`config.mk`:
```
export PLATFORM = sky130hd
export DESIGN_NAME = instr_fetch_unit
export DESIGN_NICKNAME = d
export VERILOG_FILES = /design/src/rtl/instr_fetch_unit.sv
export SDC_FILE = /design/constraint.sdc
export NUM_CORES = 1
export LEC_CHECK = 0
export BUFFER_PORTS_ARGS = -buffer_cell sky130_fd_sc_hd__buf_2
export CAP_MARGIN = 20
export CORE_ASPECT_RATIO = 1.1
export CORE_MARGIN = 2
export CORE_UTILIZATION = 56
export CTS_CLUSTER_DIAMETER = 30
export DETAILED_ROUTE_END_ITERATION = 6
export PLACE_DENSITY = 0.87
export REMOVE_ABC_BUFFERS = 1
export SLEW_MARGIN = 20
export SYNTH_ARGS = -nofsm -noshare
export SYNTH_HDL_FRONTEND = slang
export SYNTH_SLANG_ARGS = --single-unit
```
`constraint.sdc`:
```
create_clock -name clk -period 5.5 [get_ports clk]
set_input_delay 1.1 -clock clk [delete_from_list [all_inputs] [get_ports clk]]
set_output_delay 1.1 -clock clk [all_outputs]
set_load 0.02 [all_outputs]
```
`src/rtl/instr_fetch_unit.sv`:
```
// instr_fetch_unit: MIPS instruction fetch stage.
// Holds the PC, fetches words over a req/ack memory port into a one-entry
// instruction register, and hands the IR to decode over valid/ready.
// Accepts PC redirects from execute. An outstanding fetch whose path has
// been squashed is drained in FLUSH and its data is dropped.
// Optional feature macro: IF_PERF_CNT_EN adds perf_fetched / perf_stall.
`timescale 1ns/1ps
module instr_fetch_unit #(
    parameter logic [31:0] RESET_PC = 32'h0000_0000
) (
    input  logic        clk,
    input  logic        rst_n,
    output logic        imem_req,
    output logic [31:0] imem_addr,
    input  logic        imem_ack,
    input  logic [31:0] imem_rdata,
    input  logic        redirect_valid,
    input  logic [31:0] redirect_pc,
    output logic        ins_valid,
    input  logic        ins_ready,
    output logic [31:0] ins,
    output logic [5:0]  opcode,
    output logic [5:0]  funct,
    output logic [31:0] ins_pc,
    output logic [31:0] ins_pc_plus4
`ifdef IF_PERF_CNT_EN
    ,
    output logic [31:0] perf_fetched,
    output logic [31:0] perf_stall
`endif
);

    typedef enum logic [1:0] {
        S_IDLE  = 2'd0,
        S_FETCH = 2'd1,
        S_WAIT  = 2'd2,
        S_FLUSH = 2'd3
    } state_t;

    state_t      state;
    logic [31:0] pc;          // next fetch address
    logic [31:0] flush_addr;  // address of the squashed request being drained

    logic        ir_space;
    logic        capture;
    logic        xfer;
    logic [31:0] redir_aligned;
    logic [31:0] pc_plus4;

    // The IR can take a word if empty or being drained by decode this cycle.
    assign ir_space      = !ins_valid || ins_ready;
    assign xfer          = ins_valid && ins_ready;
    assign redir_aligned = redirect_pc & ~32'd3;
    assign pc_plus4      = pc + 32'd4;

    // Request/address decode. FETCH only asks when the IR has room and no
    // redirect is pending; WAIT/FLUSH hold the request stable until ack.
    always_comb begin
        imem_req  = 1'b0;
        imem_addr = pc;
        case (state)
            S_FETCH: imem_req = ir_space && !redirect_valid;
            S_WAIT:  imem_req = 1'b1;
            S_FLUSH: begin
                imem_req  = 1'b1;
                imem_addr = flush_addr;
            end
            default: imem_req = 1'b0;
        endcase
    end

    // A returned word is kept only if its request belongs to the live path.
    // A redirect in WAIT kills the same-cycle ack; FLUSH acks are always dropped.
    assign capture = imem_ack &&
                     (((state == S_FETCH) && imem_req) ||
                      ((state == S_WAIT) && !redirect_valid));

    // Fetch FSM: state, PC and the shadow address for a flushed request.
    always_ff @(posedge clk) begin
        if (!rst_n) begin
            state      <= S_IDLE;
            pc         <= RESET_PC;
            flush_addr <= RESET_PC;
        end else begin
            case (state)
                S_IDLE: begin
                    state <= S_FETCH;
                    if (redirect_valid)
                        pc <= redir_aligned;
                end
                S_FETCH: begin
                    if (redirect_valid)
                        pc <= redir_aligned;
                    else if (capture)
                        pc <= pc_plus4;
                    else if (imem_req)
                        state <= S_WAIT;
                end
                S_WAIT: begin
                    if (redirect_valid) begin
                        pc <= redir_aligned;
                        if (imem_ack) begin
                            state <= S_FETCH;
                        end else begin
                            // memory still owns the old address; keep driving it
                            flush_addr <= pc;
                            state      <= S_FLUSH;
                        end
                    end else if (imem_ack) begin
                        pc    <= pc_plus4;
                        state <= S_FETCH;
                    end
                end
                S_FLUSH: begin
                    if (redirect_valid)
                        pc <= redir_aligned;
                    if (imem_ack)
                        state <= S_FETCH;
                end
                default: state <= S_IDLE;
            endcase
        end
    end

    // Instruction register and its valid flag. A redirect empties the IR;
    // a transfer in the same cycle has already been taken by decode.
    always_ff @(posedge clk) begin
        if (!rst_n) begin
            ins       <= '0;
            ins_valid <= 1'b0;
            ins_pc    <= RESET_PC;
        end else begin
            if (redirect_valid)
                ins_valid <= 1'b0;
            else if (capture)
                ins_valid <= 1'b1;
            else if (xfer)
                ins_valid <= 1'b0;

            if (capture) begin
                ins    <= imem_rdata;
                ins_pc <= pc;
            end
        end
    end

    assign opcode       = ins[31:26];
    assign funct        = ins[5:0];
    assign ins_pc_plus4 = ins_pc + 32'd4;

`ifdef IF_PERF_CNT_EN
    // Performance counters: IR captures and decode backpressure cycles.
    always_ff @(posedge clk) begin
        if (!rst_n) begin
            perf_fetched <= '0;
            perf_stall   <= '0;
        end else begin
            if (capture)
                perf_fetched <= perf_fetched + 32'd1;
            if (ins_valid && !ins_ready)
                perf_stall <= perf_stall + 32'd1;
        end
    end
`endif

endmodule

```
Word-level counts from Yosys, hierarchy flattened
Index checks and enable logic that the tools add are counted.

storage, ports and cells
  output and inout bits = 142
  register bits after elaboration = 131

operators by class
  bitwise operators = 2
  equality and inequality tests = 9
  muxes and demuxes = 17
  reduce and logical (&&, ||, !) cells = 17
  add/subtract/negate cells = 2

operators with widths
  operator                 number
  $mux W32                 6
  $pmux W32 S3             1
  $add A32 B3 Y32 const B  2
  $mux W2                  6
  $reduce_and A3 Y1        3
  $pmux W2 S4              1
  $ne A2 B2 Y1 const B     3
  $ne A3 B3 Y1 const B     2
  $reduce_or A2 Y1         3
  $logic_and A1 B1 Y1      5
  $eq A2 B2 Y1 const B     2
  $eq A2 B1 Y1 const B     1
  $logic_not A1 Y1         2
  $logic_not A2 Y1         1
  $logic_or A1 B1 Y1       2
  $mux W1                  2
  $ne A2 B1 Y1 const B     1
  $not A1 Y1               2
  $pmux W1 S2              1
  $reduce_bool A2 Y1       1

Depth between registers and ports, before layout
  depth after elaboration = 10
  depth in mapped cells = 9

Worst setup path before layout
Ideal clock, no wire load.

  path type = register to output
  from = register ins_pc[12]
  to = output port ins_pc_plus4[31]
  arrival time = 1973 ps
  stages on the path, launching flop included = 6
  data required time = 4400 ps
  slack = 2427 ps
  cell sequence = dfxtp_1 nand4_1 nor4_2 nand2_1 nor3_1 xor2_1

on the way
  longest elaborated chain between the ends = 1

RTL lines
  item                    line  text
  start, declared         24    output logic [31:0] ins_pc,
  start signal, assigned  142   ins_pc <= pc;
  $add A32 B3 Y32         149   assign ins_pc_plus4 = ins_pc + 32'd4;
  end, declared           25    output logic [31:0] ins_pc_plus4

Every way passes these cells.

Worst setup path after layout
  from = register ins_pc[8]
  to = output port ins_pc_plus4[31]

Same word-level chain as after synthesis.

==> results.md <==
- Avg Synthesized Cell Area: 8.04 µm²
- RSZ-0062 raised after global routing: false
- Top FF cell, synth: dfxtp_1
- Asr flop ratio synth: 0
- Antenna Nets Post-Route: 0
- #FFs+latches synth: between 100 and 150
- Post-route insts no fill: 1150
- TritonCTS clock tree: done
- Dpl cell area: around 7500 µm²
- Root Buffer: clkbuf_16
- Cells after DPL: approximately 1100
- Fin. max-slew vios: 0
- Crit Path Category: flip-flop to primary output
- Synthesized area: approximately 6700 µm²
- Ports: between 200 and 250
- Crit-path slowest cell: nor4_2
- CTS hold repair buffers: 0
- Required time worst endpoint: 4400 ps
- Grt ovf: 0
- Crit path max fanout: 7
- Maxcap violations: 0
- Post-synth EDFFs: 0
- Die Height: between 100 and 150 µm
- PwrDens: about 410 nW/µm²
- Outcome: finished, final reports clean
- PortBufs: about 200
- Site Rows: 41
- Critical Path Source Type: flip-flop
- Max clock buf depth: 2
- Setup TNS: 0 ps
- Layout area overhead: 23.2%
- Number of fill cells: just over 900
- RD Place Congestion: ~0.94
- Die width: around 110 µm
- Post-cts gate resize count: 0
- Commonest non-fill, non-tap cell in the layout: nand2_1
- Critical Path, Cell by Cell: nand4_1, nor4_2, nand2_1, nor3_1, xor2_1, buf_2
- Final period util: 0.711
- Most frequent cells in the layout: 225 x nand2_1, 201 x buf_2, 125 x dfxtp_1, 63 x mux2i_1, 52 x a21oi_1
- CP max stage delay: ~730 ps
- Sequential element share of the synthesized area: 0.374
- Post-CTS Setup Inserts: 0
- Static leakage: 3.44 nW
- WL final: between 15 and 20 mm
- Skew final: around 7.0 ps
- Hold/Removal Path Class: flip-flop to flip-flop
- Endpoints failing hold: 0
- Core Region: 11500 µm²
- Initial antenna violation count: 0
- Yosys cell types: 60
- Design Area, Final: ~8200 µm²
- Via count: ~6600
- Layout cell share with drive strength beyond 1: 0.286
- Tmin final: 3910 ps
- Relative slew margins: 0.332
- Final HPWL DP: approximately 13 mm
- Syn Inst Count: between 800 and 900
- Tightest Pin Transition: ~1000 ps
- Clock tree sinks: ~130
- Antenna Cells: 0
- CTS buffer count: 17
- Pre-antenna DRT Iters: 5
- CP endpoint kind: primary output
- Vias in the first global route: between 5000 and 6000
- Via/cell ratio: around 5.7
- Die area: 12800 µm²
- Reg clk slew, reported paths: 60 ps
- Worst-skew pair later-pin latency: roughly 410 ps
- Core Util, Final: 0.713
- Pin count of the biggest net entering global routing: between 100 and 150
- H-tree depth: 4
- Final net count: around 1100
- Drt initial violations: 566
- Gr usage total: 0.288
- DRC: 0
- Synthesis Warnings: 0
- Peak supply drop: roughly 0.24 mV
- CP Data Arrival Time: about 2800 ps
- Starting density of the core: 0.579
- Global-route wire length before repair: around 29 mm
- DR WL/cell: between 15 and 20 µm
- Final setup fails: 0
- Highest clock rate: ~260 MHz
## cells in the mapped netlist (4+ instances only)
| cell | count | area, µm² |
|---|---|---|
| nor3_1 | 17 | 85.1 |
| buf_4 | 20 | 150 |
| o31ai_1 | 4 | 30.0 |
| clkbuf_1 | 42 | 158 |
| and4_1 | 4 | 35.0 |
| buf_2 | 11 | 55.1 |
| nor4_1 | 7 | 43.8 |
| o21ai_0 | 25 | 125 |
| nor2_1 | 29 | 109 |
| inv_1 | 15 | 56.3 |
| xnor2_1 | 27 | 236 |
| xor2_1 | 11 | 96.3 |
| dfxtp_1 | 125 | 2500 |
| ha_1 | 7 | 87.6 |
| buf_6 | 6 | 67.6 |
| nand4_1 | 21 | 131 |
| mux2i_1 | 63 | 631 |
| and3_1 | 6 | 37.5 |
| mux2_2 | 28 | 315 |
| nand3_1 | 27 | 135 |
| nand2_1 | 225 | 845 |
| o21a_1 | 6 | 45.0 |
| a21oi_1 | 52 | 260 |
## worst paths after layout
kind                                                  start                          end  slack [ps]  cells past startpoint
worst min-delay path            flush_addr[13]$_SDFFE_PN0P_  flush_addr[13]$_SDFFE_PN0P_         450                      2
worst max-delay path                 ins_pc[8]$_SDFFE_PN0P_             ins_pc_plus4[31]        1590                      6
worst max register to register        state[0]$_SDFFE_PN0P_          pc[22]$_SDFFE_PN0P_        2320                      8
worst min register to register  flush_addr[13]$_SDFFE_PN0P_  flush_addr[13]$_SDFFE_PN0P_         450                      2
## sequential cells by signal (all words and copies together) (netlist names)
register	cells
ins_pc	30
flush_addr	30
ins	32
ins_valid	1
pc	30
state	2
## power by group
group / internal [mW] / switching (mW) / total (mW) / leakage (nW)
combinational: 0.348 / 0.610 / 0.958 / 2.10
sequential: 1.00 / 0.134 / 1.13 / 1.02
clock: 0.877 / 0.420 / 1.30 / 0.330
## routing by layer
| layer | vias to the layer above | GRT usage | share of wire |
|---|---|---|---|
| li1 | 3145 | - | - |
| met3 | 41 | 0.0712 | 0.097 |
| met5 | - | 0 | 0 |
| met2 | 359 | 0.475 | 0.47 |
| met4 | 0 | 0.110 | 0.026 |
| met1 | 3020 | 0.360 | 0.40 |
## logic make-up after synthesis
group | count (synthesis) | share of synthesized area
AOI/OAI and AO/OA | 118 | 0.109
adders and majority gates | 7 | 0.0131
xor gates and xnor gates | 38 | 0.0498
DFF | 125 | 0.374
other | 1 | 0.000561
and+or+nand+nor | 357 | 0.238
muxes | 91 | 0.141
buffers and inverters | 95 | 0.0736
## metrics by stage
step / hold slack, ps / power, mW / setup slack (ps)
floorplan: 433 / 1.77 / -627
global placement: 438 / 2.07 / 2060
detailed placement: 444 / 2.09 / 2060
CTS: 454 / 3.38 / 1620
global route: 476 / 3.53 / 1350
finish: 454 / 3.39 / 1590
## worst max-delay path: cells and delay by family (launching register included)
kind	cells	cell delay, ps
simple gates	4	1620
buf+inv	1	170
xor+xnor	1	160
flops	1	450
## cell type report
class | instances | area (µm²) | area share
multi-input combinational | 617 | 3720 | 0.452
sequential | 125 | 2500 | 0.304
timing repair buffer | 211 | 1080 | 0.131
clock buffer | 19 | 453 | 0.0550
clock inverter | 13 | 235 | 0.0286
tap | 150 | 188 | 0.0228
inverter | 15 | 56.3 | 0.00684
(Power assumes the default switching activity.)
